`config.mk`:
```
export PLATFORM = sky130hd
export DESIGN_NAME = id_ex_operand_stage
export DESIGN_NICKNAME = d
export VERILOG_FILES = /design/src/rtl/id_ex_operand_stage_pkg.sv /design/src/rtl/id_ex_operand_stage_fwd_mux.sv /design/src/rtl/id_ex_operand_stage.sv
export SDC_FILE = /design/constraint.sdc
export NUM_CORES = 1
export LEC_CHECK = 0
export ABC_AREA = 1
export CAP_MARGIN = 10
export CORE_AREA = 2 2 170 172
export CTS_BUF_LIST = sky130_fd_sc_hd__clkbuf_8
export CTS_CLUSTER_SIZE = 20
export DETAILED_ROUTE_END_ITERATION = 10
export DIE_AREA = 0 0 172 174
export GPL_TIMING_DRIVEN = 0
export PLACE_DENSITY = 0.75
export REMOVE_ABC_BUFFERS = 1
export SETUP_SLACK_MARGIN = 0.1
export SYNTH_ARGS = -nofsm -noshare
export SYNTH_HDL_FRONTEND = slang
export SYNTH_HIERARCHICAL = 1
export SYNTH_SLANG_ARGS = --single-unit
```
`constraint.sdc`:
```
create_clock -name clk -period 1.5 [get_ports clk]
set_input_delay 0.225 -clock clk [delete_from_list [all_inputs] [get_ports clk]]
set_output_delay 0.225 -clock clk [all_outputs]
set_load 0.01 [all_outputs]
```
`src/rtl/id_ex_operand_stage_pkg.sv`:
```
// ----------------------------------------------------------------------------
// id_ex_operand_stage_pkg
//   Shared widths and ALU opcodes for the ID/EX operand stage.
//   ALU_ADD doubles as the opcode loaded into a bubble, so an empty EX slot
//   still presents a harmless operation to the ALU.
// ----------------------------------------------------------------------------
package id_ex_operand_stage_pkg;

    localparam int ALU_DATA_W  = 32;  // operand / result width
    localparam int INST_ADDR_W = 32;  // pc width
    localparam int ALU_CTRL_W  = 4;   // ALU opcode width
    localparam int REG_IDX_W   = 5;   // register index width

    localparam logic [ALU_CTRL_W-1:0] ALU_AND = 4'b0000;
    localparam logic [ALU_CTRL_W-1:0] ALU_OR  = 4'b0001;
    localparam logic [ALU_CTRL_W-1:0] ALU_ADD = 4'b0010;
    localparam logic [ALU_CTRL_W-1:0] ALU_XOR = 4'b0011;
    localparam logic [ALU_CTRL_W-1:0] ALU_SLL = 4'b0100;
    localparam logic [ALU_CTRL_W-1:0] ALU_SRL = 4'b0101;
    localparam logic [ALU_CTRL_W-1:0] ALU_SUB = 4'b0110;
    localparam logic [ALU_CTRL_W-1:0] ALU_SLT = 4'b0111;

endpackage

```
`src/rtl/id_ex_operand_stage_fwd_mux.sv`:
```
// ----------------------------------------------------------------------------
// fwd_mux
//   Combinational 3-way forwarding select for one source register.
//   Priority: EX/MEM result, then MEM/WB result, then the registered value.
//   Index 0 is hard-wired zero in the register file and is never forwarded.
// Ports:
//   src_addr          source register index held in EX
//   reg_data          register-file value captured at ID
//   exmem_* / memwb_* writeback candidates from the later stages
//   fwd_data          selected operand
// ----------------------------------------------------------------------------
import id_ex_operand_stage_pkg::*;

module fwd_mux #(
    parameter int DATA_WIDTH     = ALU_DATA_W,
    parameter int REG_ADDR_WIDTH = REG_IDX_W
) (
    input  logic [REG_ADDR_WIDTH-1:0] src_addr,
    input  logic [DATA_WIDTH-1:0]     reg_data,
    input  logic                      exmem_reg_write,
    input  logic [REG_ADDR_WIDTH-1:0] exmem_rd_addr,
    input  logic [DATA_WIDTH-1:0]     exmem_data,
    input  logic                      memwb_reg_write,
    input  logic [REG_ADDR_WIDTH-1:0] memwb_rd_addr,
    input  logic [DATA_WIDTH-1:0]     memwb_data,
    output logic [DATA_WIDTH-1:0]     fwd_data
);

    logic hit_exmem, hit_memwb;

    assign hit_exmem = exmem_reg_write && (exmem_rd_addr != '0) && (exmem_rd_addr == src_addr);
    assign hit_memwb = memwb_reg_write && (memwb_rd_addr != '0) && (memwb_rd_addr == src_addr);

    always_comb begin
        fwd_data = reg_data;
        if (hit_exmem)      fwd_data = exmem_data;
        else if (hit_memwb) fwd_data = memwb_data;
    end

endmodule

```
`src/rtl/id_ex_operand_stage.sv`:
```
// ----------------------------------------------------------------------------
// id_ex_operand_stage
//   ID/EX pipeline register and ALU operand producer.
//   - Captures decoded operands/controls from ID on each edge.
//   - Forwards EX/MEM and MEM/WB results onto the registered rs1/rs2 values.
//   - Detects load-use hazards: stalls ID and loads a bubble into EX.
//   - flush kills the ID->EX transfer, stall_ext freezes EX.
// Update priority per edge: rst > flush > stall_ext > load-use > capture.
// Ports:
//   clk, rst                 clock, synchronous active-high reset
//   id_*                     decoded instruction from ID
//   exmem_*, memwb_*         forwarding sources
//   flush, stall_ext         branch kill, downstream stall
//   input_data_1/2, ALU_control, pc, ex_store_data  EX datapath outputs
//   ex_valid, ex_mem_read, ex_mem_write, ex_reg_write, ex_rd_addr  EX controls
//   id_stall                 hold PC and IF/ID this cycle
//   bubble_count, flush_count  perf counters
// Optional feature: define ID_EX_PERF_CNT_EN to build the perf counters;
// otherwise both counter ports read 0 and no counter flops exist.
// ----------------------------------------------------------------------------
import id_ex_operand_stage_pkg::*;

module id_ex_operand_stage #(
    parameter int DATA_WIDTH     = ALU_DATA_W,
    parameter int ADDR_WIDTH     = INST_ADDR_W,
    parameter int CTRL_WIDTH     = ALU_CTRL_W,
    parameter int REG_ADDR_WIDTH = REG_IDX_W
) (
    input  logic                      clk,
    input  logic                      rst,
    input  logic                      id_valid,
    input  logic [ADDR_WIDTH-1:0]     id_pc,
    input  logic [DATA_WIDTH-1:0]     id_rs1_data,
    input  logic [DATA_WIDTH-1:0]     id_rs2_data,
    input  logic [DATA_WIDTH-1:0]     id_imm,
    input  logic [REG_ADDR_WIDTH-1:0] id_rs1_addr,
    input  logic [REG_ADDR_WIDTH-1:0] id_rs2_addr,
    input  logic [REG_ADDR_WIDTH-1:0] id_rd_addr,
    input  logic                      id_alu_src_a,
    input  logic                      id_alu_src_b,
    input  logic [CTRL_WIDTH-1:0]     id_alu_control,
    input  logic                      id_mem_read,
    input  logic                      id_mem_write,
    input  logic                      id_reg_write,
    input  logic                      exmem_reg_write,
    input  logic [REG_ADDR_WIDTH-1:0] exmem_rd_addr,
    input  logic [DATA_WIDTH-1:0]     exmem_data,
    input  logic                      memwb_reg_write,
    input  logic [REG_ADDR_WIDTH-1:0] memwb_rd_addr,
    input  logic [DATA_WIDTH-1:0]     memwb_data,
    input  logic                      flush,
    input  logic                      stall_ext,
    output logic [DATA_WIDTH-1:0]     input_data_1,
    output logic [DATA_WIDTH-1:0]     input_data_2,
    output logic [CTRL_WIDTH-1:0]     ALU_control,
    output logic [ADDR_WIDTH-1:0]     pc,
    output logic [DATA_WIDTH-1:0]     ex_store_data,
    output logic                      ex_valid,
    output logic                      ex_mem_read,
    output logic                      ex_mem_write,
    output logic                      ex_reg_write,
    output logic [REG_ADDR_WIDTH-1:0] ex_rd_addr,
    output logic                      id_stall,
    output logic [31:0]               bubble_count,
    output logic [31:0]               flush_count
);

    typedef struct packed {
        logic                      valid;
        logic                      mem_read;
        logic                      mem_write;
        logic                      reg_write;
        logic [REG_ADDR_WIDTH-1:0] rd;
        logic [REG_ADDR_WIDTH-1:0] rs1;
        logic [REG_ADDR_WIDTH-1:0] rs2;
        logic [DATA_WIDTH-1:0]     rs1_data;
        logic [DATA_WIDTH-1:0]     rs2_data;
        logic [DATA_WIDTH-1:0]     imm;
        logic                      src_a;
        logic                      src_b;
        logic [CTRL_WIDTH-1:0]     alu_ctrl;
        logic [ADDR_WIDTH-1:0]     pc;
    } ex_reg_t;

    ex_reg_t ex_q, ex_d, bubble, cap;
    logic    load_use;

    // ------------------------------------------------------------------
    // Load-use hazard: the instruction in EX is a load whose destination
    // is read by the instruction in ID. x0 never creates a dependency.
    // ------------------------------------------------------------------
    assign load_use = id_valid && ex_q.valid && ex_q.mem_read && (ex_q.rd != '0) &&
                      ((ex_q.rd == id_rs1_addr) || (ex_q.rd == id_rs2_addr));

    assign id_stall = load_use || stall_ext;

    // ------------------------------------------------------------------
    // Next EX contents
    // A bubble clears every field (including rs addresses, pc and src
    // selects) so both ALU operands read 0 and nothing gets forwarded.
    // ------------------------------------------------------------------
    always_comb begin
        bubble          = '0;
        bubble.alu_ctrl = CTRL_WIDTH'(ALU_ADD);

        cap.valid     = id_valid;
        cap.mem_read  = id_mem_read;
        cap.mem_write = id_mem_write;
        cap.reg_write = id_reg_write;
        cap.rd        = id_rd_addr;
        cap.rs1       = id_rs1_addr;
        cap.rs2       = id_rs2_addr;
        cap.rs1_data  = id_rs1_data;
        cap.rs2_data  = id_rs2_data;
        cap.imm       = id_imm;
        cap.src_a     = id_alu_src_a;
        cap.src_b     = id_alu_src_b;
        cap.alu_ctrl  = id_alu_control;
        cap.pc        = id_pc;

        ex_d = ex_q;
        if (flush)          ex_d = bubble;
        else if (stall_ext) ex_d = ex_q;
        else if (load_use)  ex_d = bubble;
        else                ex_d = cap;
    end

    always_ff @(posedge clk) begin
        if (rst) ex_q <= bubble;
        else     ex_q <= ex_d;
    end

    // ------------------------------------------------------------------
    // Forwarding: one fwd_mux per source register (0: rs1, 1: rs2)
    // ------------------------------------------------------------------
    logic [1:0][REG_ADDR_WIDTH-1:0] src_addr;
    logic [1:0][DATA_WIDTH-1:0]     src_raw;
    logic [1:0][DATA_WIDTH-1:0]     src_fwd;

    assign src_addr = {ex_q.rs2, ex_q.rs1};
    assign src_raw  = {ex_q.rs2_data, ex_q.rs1_data};

    for (genvar g = 0; g < 2; g++) begin : g_fwd
        fwd_mux #(
            .DATA_WIDTH     (DATA_WIDTH),
            .REG_ADDR_WIDTH (REG_ADDR_WIDTH)
        ) u_fwd (
            .src_addr        (src_addr[g]),
            .reg_data        (src_raw[g]),
            .exmem_reg_write (exmem_reg_write),
            .exmem_rd_addr   (exmem_rd_addr),
            .exmem_data      (exmem_data),
            .memwb_reg_write (memwb_reg_write),
            .memwb_rd_addr   (memwb_rd_addr),
            .memwb_data      (memwb_data),
            .fwd_data        (src_fwd[g])
        );
    end

    // ------------------------------------------------------------------
    // Operand selection and registered controls
    // ------------------------------------------------------------------
    assign input_data_1  = ex_q.src_a ? DATA_WIDTH'(ex_q.pc) : src_fwd[0];
    assign input_data_2  = ex_q.src_b ? ex_q.imm : src_fwd[1];
    assign ex_store_data = src_fwd[1];  // stores always need rs2, even when B = imm
    assign ALU_control   = ex_q.alu_ctrl;
    assign pc            = ex_q.pc;
    assign ex_valid      = ex_q.valid;
    assign ex_mem_read   = ex_q.mem_read;
    assign ex_mem_write  = ex_q.mem_write;
    assign ex_reg_write  = ex_q.reg_write;
    assign ex_rd_addr    = ex_q.rd;

    // ------------------------------------------------------------------
    // Perf counters
    // bubble_count: edges that load a load-use bubble (flush and stall_ext
    // take precedence, so those edges are not counted).
    // flush_count: edges where flush kills a valid ID instruction; flush
    // outranks stall_ext, so the kill is counted even during a stall.
    // ------------------------------------------------------------------
`ifdef ID_EX_PERF_CNT_EN
    logic [31:0] bubble_cnt_q, flush_cnt_q;

    always_ff @(posedge clk) begin
        if (rst) begin
            bubble_cnt_q <= '0;
            flush_cnt_q  <= '0;
        end else begin
            if (!flush && !stall_ext && load_use) bubble_cnt_q <= bubble_cnt_q + 32'd1;
            if (flush && id_valid)                flush_cnt_q  <= flush_cnt_q + 32'd1;
        end
    end

    assign bubble_count = bubble_cnt_q;
    assign flush_count  = flush_cnt_q;
`else
    assign bubble_count = '0;
    assign flush_count  = '0;
`endif

endmodule

```
---- Word-level counts from Yosys, hierarchy flattened ----
Cells that the tools add are included.
storage, ports and cells
  output and inout port bits .............. 206
  word-level logic and storage cells ...... 43
  register bits ........................... 153
cells by class
  reductions and logical operators ........ 16
  equality and inequality tests ........... 6
  muxes and demuxes ....................... 7
operators with widths
  operator             count
  32-bit 2-to-1 mux    6
  153-bit 2-to-1 mux   1
  5-bit equality test  6
  5-bit nonzero test   3
  1-bit logical AND    10
  1-bit logical OR     2
  2-bit OR reduction   1

---- Logic depth before layout (Yosys ltp) ----
Gate-level depths: netlist (run 1).
  depth after elaboration ................. 6
  depth in mapped cells ................... 11

---- Modules after synthesis ----
Netlist (run 1), hierarchy kept.
modules (own cells, without submodules)
  module               seq. area each (µm²)  instances  area each (µm²)  cells an instance
  id_ex_operand_stage  3062.9                1          7845.0           912
  fwd_mux              0.0                   2          1416.4           298

---- Worst setup path before layout (run 1) ----
OpenSTA, ideal clock, no wires.
  path type ............................... flip-flop to output port
  start point ............................. register ex_q[135] (netlist bit)
  end point ............................... output port input_data_2[10]
  stages on the path, launching flop included .. 8
  path buffers ............................ 1
  required time ........................... 1.275 ns
  slack ................................... -0.251 ns
  arrival time ............................ 1.526 ns
  cell sequence ........................... dfxtp_1 or2_1 a21oi_4 nand3_4 buf_6 nand3_1 nand2_1 mux2_2
on the way
  cells in the longest elaborated chain, start to end .. 5
RTL lines
  element                   RTL line                           RTL
  start: declaration        id_ex_operand_stage.sv:85          ex_reg_t ex_q, ex_d, bubble, cap;
  start signal: assignment  id_ex_operand_stage.sv:129         if (rst) ex_q <= bubble;
  5-bit equality test       id_ex_operand_stage_fwd_mux.sv:32  assign hit_memwb = memwb_reg_write && (memwb_rd_addr != '0) && (memwb_rd_addr == src_addr);
  1-bit logical AND         id_ex_operand_stage_fwd_mux.sv:32
  32-bit 2-to-1 mux         id_ex_operand_stage_fwd_mux.sv:37  else if (hit_memwb) fwd_data = memwb_data;
  32-bit 2-to-1 mux (*)     id_ex_operand_stage_fwd_mux.sv:36  if (hit_exmem) fwd_data = exmem_data;
  via ex_store_data[10]     id_ex_operand_stage.sv:57          output logic [DATA_WIDTH-1:0] ex_store_data,
  32-bit 2-to-1 mux (*)     id_ex_operand_stage.sv:164         assign input_data_2 = ex_q.src_b ? ex_q.imm : src_fwd[1];
  end: declaration          id_ex_operand_stage.sv:54          output logic [DATA_WIDTH-1:0] input_data_2,
The timed path passes the listed nets; every way through them passes the cells marked *.

---- Worst setup path after layout (run 1) ----
  start point ............................. register ex_q[136] (netlist bit)
  end point ............................... output port input_data_2[20]
on the way
  cells in the longest elaborated chain, start to end .. 5
RTL lines
  element                RTL line
  5-bit equality test    id_ex_operand_stage_fwd_mux.sv:32
  1-bit logical AND      id_ex_operand_stage_fwd_mux.sv:32
  32-bit 2-to-1 mux      id_ex_operand_stage_fwd_mux.sv:37
  32-bit 2-to-1 mux (*)  id_ex_operand_stage_fwd_mux.sv:36
  32-bit 2-to-1 mux (*)  id_ex_operand_stage.sv:164
Every way passes the cells marked *; elsewhere a longest branch is shown, timed or not.

==> results of run 1 <==
flip-flops by register name (all words and copies together) (netlist names):
name          flops
ex_mem_read       1
ex_valid          1
ex_q            108
ex_rd_addr        5
ex_mem_write      1
pc               32
ALU_control       4
ex_reg_write      1
worst max path at each step:
stage	endpoint	slack, ns	cells past startpoint
2_1_floorplan	id_stall	-2.29	2
6_report	input_data_2[20]	-1.22	11
3_5_place_dp	input_data_2[15]	-2.88	11
3_3_place_gp	id_stall	-13.23	4
4_1_cts	input_data_1[17]	-1.15	12
5_1_grt	input_data_2[20]	-1.22	12
routing by layer:
metal	up-vias	global-route usage (%)
met1	6459	41.5
met3	285	7.31
met4	0	18.8
met5	-	0
li1	5781	-
met2	999	58.3
cell type report:
cell class              count  share of cell area [%]
multi-input cells        1040                    39.6
repair buffers            574                    35.6
flip-flops and latches    153                    16.5
inverters                 170                    3.52
well taps                 384                    2.54
clock buffers              19                    1.38
clock inverters            13                   0.807
diodes                      3                  0.0397
metrics by stage:
step                      power, mW  setup slack, ns  setup TNS (ns)  cells  util [%]
after global placement         6.75           -13.23        -2299.07   2102      48.5
final                          11.4            -1.22         -143.65   2356      67.0
after CTS                      11.0            -1.15         -144.59   2286      60.7
after global routing           11.7            -1.22         -159.80   2355      67.0
after detailed placement       6.82            -2.88         -369.84   2112      49.6
after floorplan                5.39            -2.29         -412.28   1344         -
logic make-up after synthesis:
group                  synth area share [%]
AND/OR/NAND/NOR                        34.8
multiplexers                           6.75
flip-flops                             28.7
buffers and inverters                  19.6
AO/OA/AOI/OAI                          10.0
XOR/XNOR                              0.164
other                                0.0351
tightest hold or removal path, stage by stage:
cell and delay, ns:
buf_8 0.21, nand2_1 0.12, a21oi_1 0.06
timing repair:
| action | 4_1_cts | 5_1_grt |
|---|---|---|
| gates resized for setup | 745 | 277 |
| pin swaps | 76 | 104 |
| buffers inserted | 119 | 54 |
| gates cloned | 23 | 13 |
| endpoints found under the setup margin | 295 | 295 |
Yosys cell counts (14+ instances only):
| library cell | instances |
|---|---|
| dfxtp_1 | 153 |
| a21oi_1 | 94 |
| mux2_2 | 64 |
| buf_2 | 64 |
| nand3_1 | 159 |
| nand3_2 | 63 |
| inv_1 | 163 |
| buf_4 | 105 |
| nand2_1 | 345 |
| nand4_1 | 132 |
| a21oi_2 | 60 |
| clkbuf_1 | 45 |
| nor2_1 | 14 |
power by group:
part | total, mW | switching [mW] | leakage (nW) | internal (mW)
registers | 4.28 | 0.107 | 1.26 | 4.17
clock network | 3.60 | 1.88 | 0.205 | 1.72
logic | 3.52 | 1.78 | 6.48 | 1.74
total | 11.4 | 3.77 | 7.94 | 7.63
==> metrics.txt, run 1 <==
status=complete, but fails checks; failing checks=negative setup slack; Synth Instances=roughly 1.5k; initial antenna violation count=2; Final Skew=0.0261 ns; PwrDens=around 600 mW/mm²; register area share after synthesis=between 20 and 30%; Final ANT Viol Nets=0; Final nets=2189; detailed placer's ending HPWL=around 26000 µm; start point of the critical path=ex_q[136]$_SDFFE_PP0N_; CTS tree=yes; cell chain of the critical path=nand2_2 > nand4_1 > nor2_4 > clkbuf_16 > nand3_4 > buf_12 > buf_12 > nand3_4 > nand2_4 > mux2_4 > buf_6; Hold Path Class=in -> reg; Max Clk Rate=~370 MHz; critical path's largest stage delay=slightly below 0.4 ns; most frequent cells in the layout=clkdlybuf4s50_1 (271), nand2_1 (232), buf_6 (166); routed wl met2=around 28000 µm; Die Y-Extent=between 150 and 200 µm; DRC Markers=0; TritonCTS Buffers=17; post-synth top area share=between 20 and 30%; CP bufs+invs=4; Port Buffers=between 300 and 400; design area=0.0189 mm²; r2r endpoint=pc[29]$_SDFFE_PP0N_; IO Pins=439; slowest stage cell, crit path=dfxtp_4; Seq cells post-synth=between 150 and 200; Final Hold Slack=0.187 ns; P_leak=7.94 nW; Worst slew margin=between 40 and 50%; Chip Width=~170 µm; die area=between 0.02 and 0.03 mm²; Initial Utilization=37.8%; grt total ovfl=0; number of cell rows=between 60 and 70; total core area=0.0282 mm²; Final Max Slew Viols=0; max cap viols=0; Synth cell types=29; CP required=approximately 1.3 ns; initial DRC count=roughly 1.5k; post-place instance area=between 0.01 and 0.015 mm²; final hold vios=0; share of cells above drive strength 1=about two fifths; EDFF count, synth=0; fin crit period=2.72 ns; CP delay by family, top=simple AND/OR/NAND/NOR gates; htree depth=4; Final WS setup=-1.22 ns; ys flop type=dfxtp_1; Hold Crit Start=stall_ext; Yosys warnings=6; period utilisation layout=181%; max layer used=met4; Initial DRT Pass Iterations=5; Skew-Pair Late Insertion Delay=around 0.50 ns; Clk Tree Root Cell=clkbuf_8; Synth area leader=dfxtp_1; hold-critical path depth=3; footprint of the multi-input gates=0.00750 mm²; Mapped Area=around 0.011 mm²; Worst-path clk slew=approximately 0.09 ns; # setup viols final=slightly below 300; FF-to-FF setup slack=-0.37 ns; gr usage total=34.8%; RSZ-0062 raised after global routing=yes; Syn Area/Cell=roughly 7.1 µm²; # fillers=approximately 2.1k; Critical R2R Launch=ex_rd_addr[4]$_SDFFE_PP0N_; clk sinks=~150; worst vdd ir=460 µV; largest cells by area after synthesis=dfxtp_1 (29%), nand2_1 (12%), nand4_1 (7.7%); M1 wire length=about 22000 µm; vias in the first global route=~13k; total wire length=59200 µm; vias per cell=approximately 5.7; largest net degree at the start of global routing=82; crit path max fanout=6; Area growth, synth to finish=77.2%; Setup CP Type=reg -> out; fraction of registers with async set/reset=0%; first-pass GRT wire length=about 78000 µm; wire length per cell after detailed routing=between 20 and 30 µm; Critical Path AT=2.49 ns; hold_buf cts=0; hold endpoint=ex_q[140]$_SDFFE_PP0N_; CP startpoint kind=flip-flop; Crit. End Element=output pin; register cell area after layout=between 0.003 and 0.004 mm²; routed vias=13.5k; placer congestion estimate=between 0.8 and 0.9; R2R cell count=13; Worst-Margin Slew=about 0.87 ns; WL met3=between 5000 and 6000 µm; clk buf depth=2; most common library cell in the layout ignoring fill and taps=clkdlybuf4s50_1
No activity file was read; power rests on OpenSTA's default activity.
==> run 2: changes to the inputs <==
Settings changed: ABC_CLOCK_PERIOD_IN_PS set to 1500, SKIP_LAST_GASP set to 1.
==> metrics.txt, run 2 (same netlist as run 1, synthesis figures left out) <==
status=complete, but fails checks; failing checks=negative setup slack; Worst-path clk slew=0.09 ns (about the same); # setup viols final=250 (-15%); first-pass GRT wire length=77600 µm (about the same); placer congestion estimate=0.828 (unchanged); Setup CP Type=reg -> out; CP required=1.27 ns (about the same); largest net degree at the start of global routing=82 (unchanged); max cap viols=0 (unchanged); RSZ-0062 raised after global routing=yes; total core area=0.0282 mm² (unchanged); Final WS setup=-1.39 ns (-0.172 ns); max FFs per register=108 (unchanged); die area=0.0299 mm² (unchanged); Initial Utilization=37.8% (unchanged); R2R cell count=13 (unchanged); Final ANT Viol Nets=0 (unchanged); cell chain of the critical path=nor2_1 > nand2_1 > nand2_2 > nand2_8 > nand3_4 > buf_12 > buf_4 > nand2_2 > nand3_1 > nand2_1 > mux2_2 > clkdlybuf4s15_2; Final Skew=0.0271 ns (+0.00103 ns); initial antenna violation count=4 (+2); grt total ovfl=0 (unchanged); htree depth=4 (unchanged); Chip Width=172 µm (unchanged); CP startpoint kind=flip-flop; period utilisation layout=193% (+11 points); PwrDens=581 mW/mm² (-3.6%); clk sinks=153 (unchanged); initial DRC count=1496 (+1.1%); met1 Use GR=41.4% (-0.078 points); most common library cell in the layout ignoring fill and taps=nand2_1; Final Hold Slack=0.168 ns (-0.0193 ns); worst vdd ir=570 µV (+24%); FF-to-FF setup slack=-0.43 ns (-0.06 ns); detailed placer's ending HPWL=26000 µm (unchanged); Critical Path AT=2.66 ns (+0.17 ns); TritonCTS Buffers=17 (unchanged); hold endpoint=ex_rd_addr[0]$_SDFFE_PP0N_; Initial DRT Pass Iterations=8 (+3); CTS tree=yes; vias in the first global route=12.6k (-0.40%); final hold vios=0 (unchanged); total wire length=63000 µm (+6.4%); Final Core Density=70.7% (+3.7 points); fin crit period=2.89 ns (+0.172 ns); IO Pins=439 (unchanged); post-place instance area=0.0140 mm² (unchanged); vias per cell=5.86 (+2.1%); Hold Path Class=in -> reg; most flop-heavy register=ex_q; share of cells above drive strength 1=46.1% (+5.1 points); P_leak=8.92 nW (+12%); routed vias=13.8k (+2.3%); Hold Crit Start=stall_ext; Critical R2R Launch=ex_rd_addr[4]$_SDFFE_PP0N_; met2 Use GR=57.8% (-0.57 points); Max Clk Rate=346 MHz (-6.0%); Port Buffers=374 (unchanged); Worst-Margin Slew=0.657 ns (-0.211 ns); clk buf depth=2 (unchanged); Crit. End Element=output pin; Die Y-Extent=174 µm (unchanged); CP bufs+invs=3 (-1); most frequent cells in the layout=nand2_1 (245), clkdlybuf4s50_1 (226), inv_1 (155); GRT busiest layer=met2; Final Max Slew Viols=0 (unchanged); design area=0.0200 mm² (+5.5%); crit path max fanout=6 (unchanged); Final nets=2193 (+0.18%); critical path's largest stage delay=0.39 ns (about the same); Area growth, synth to finish=86.9%; gr usage total=34.8% (about the same); hold-critical path depth=3 (unchanged); DRC Markers=0 (unchanged); r2r endpoint=pc[28]$_SDFFE_PP0N_; number of cell rows=62 (unchanged); hold_buf cts=0 (unchanged); Skew-Pair Late Insertion Delay=0.51 ns (about the same); Clk Tree Root Cell=clkbuf_8; slowest stage cell, crit path=dfxtp_4; Worst slew margin=56.2% (+14 points); CP delay by family, top=simple AND/OR/NAND/NOR gates; wire length per cell after detailed routing=26.7 µm (+6.1%); met3 usage=7.72% (+0.41 points)
run 2: cell count changes in the layout (fill, tap and decap cells not counted), moves of 6 or more:
cell,delta
a21oi_1,-54
a21oi_2,+53
buf_2,+12
buf_4,+10
buf_6,-35
clkbuf_16,+6
clkdlybuf4s50_1,-45
dlymetal6s2s_1,+44
nand2_1,+13
nand2_4,-7
nand3_1,-56
nand3_2,-6
nand3_4,+62
run 2: worst max-delay path by stage:
stage | slack, ns | start | cells after the start | to
global placement | -13.23 | stall_ext | 4 | id_stall
detailed placement | -2.88 | memwb_rd_addr[1] | 11 | input_data_2[15]
floorplan | -2.29 | stall_ext | 2 | id_stall
global route | -1.40 | ex_q[136]$_SDFFE_PP0N_ | 12 | input_data_2[26]
finish | -1.39 | ex_q[136]$_SDFFE_PP0N_ | 12 | input_data_2[26]
CTS | -1.20 | ex_q[137]$_SDFFE_PP0N_ | 11 | input_data_2[15]
run 2: area by class of cell:
class	count	area [µm²]
clock inverters	13	153
inverters	170	686
fillers	1936	8280
repair buffers	577	6860
clock buffers	19	262
flip-flops and latches	153	3120
multi-input cells	1041	8390
diodes	4	10.0
well taps	384	480
run 2: metrics by stage:
step / instances / worst slack (ns) / total power, mW / TNS, ns
after floorplan: 1344 / -2.29 / 5.39 / -412.28
after global placement: 2102 / -13.23 / 6.75 / -2299.07
after detailed placement: 2112 / -2.88 / 6.82 / -369.84
after CTS: 2286 / -1.20 / 10.9 / -148.37
after global routing: 2361 / -1.40 / 11.9 / -168.25
final: 2361 / -1.39 / 11.6 / -157.53
run 2: routing by layer:
layer	vias to the layer above	share of wire (%)	wire length (µm)
met4	0	7.5	4730
met1	6612	35	21900
li1	5796	-	-
met5	-	0	0
met3	344	11	6970
met2	1082	47	29300
run 2: repair_timing:
item                                    4_1_cts  5_1_grt
gates resized for setup                     628      564
buffers inserted                            119       52
pin swaps                                    75      120
gates cloned                                 23       21
hold endpoints to repair                      0        0
endpoints found under the setup margin      295      295
run 2: tightest hold or removal path, stage by stage:
cell     delay (ns)
buf_8          0.21
nand2_1        0.13
a21oi_1        0.06
run 2: power by group:
part,internal (mW),total [mW],leakage [nW],switching [mW]
sequential,4.17,4.28,1.26,0.109
clock,1.72,3.62,0.205,1.90
combinational,1.76,3.68,7.46,1.92
total,7.66,11.6,8.92,3.93
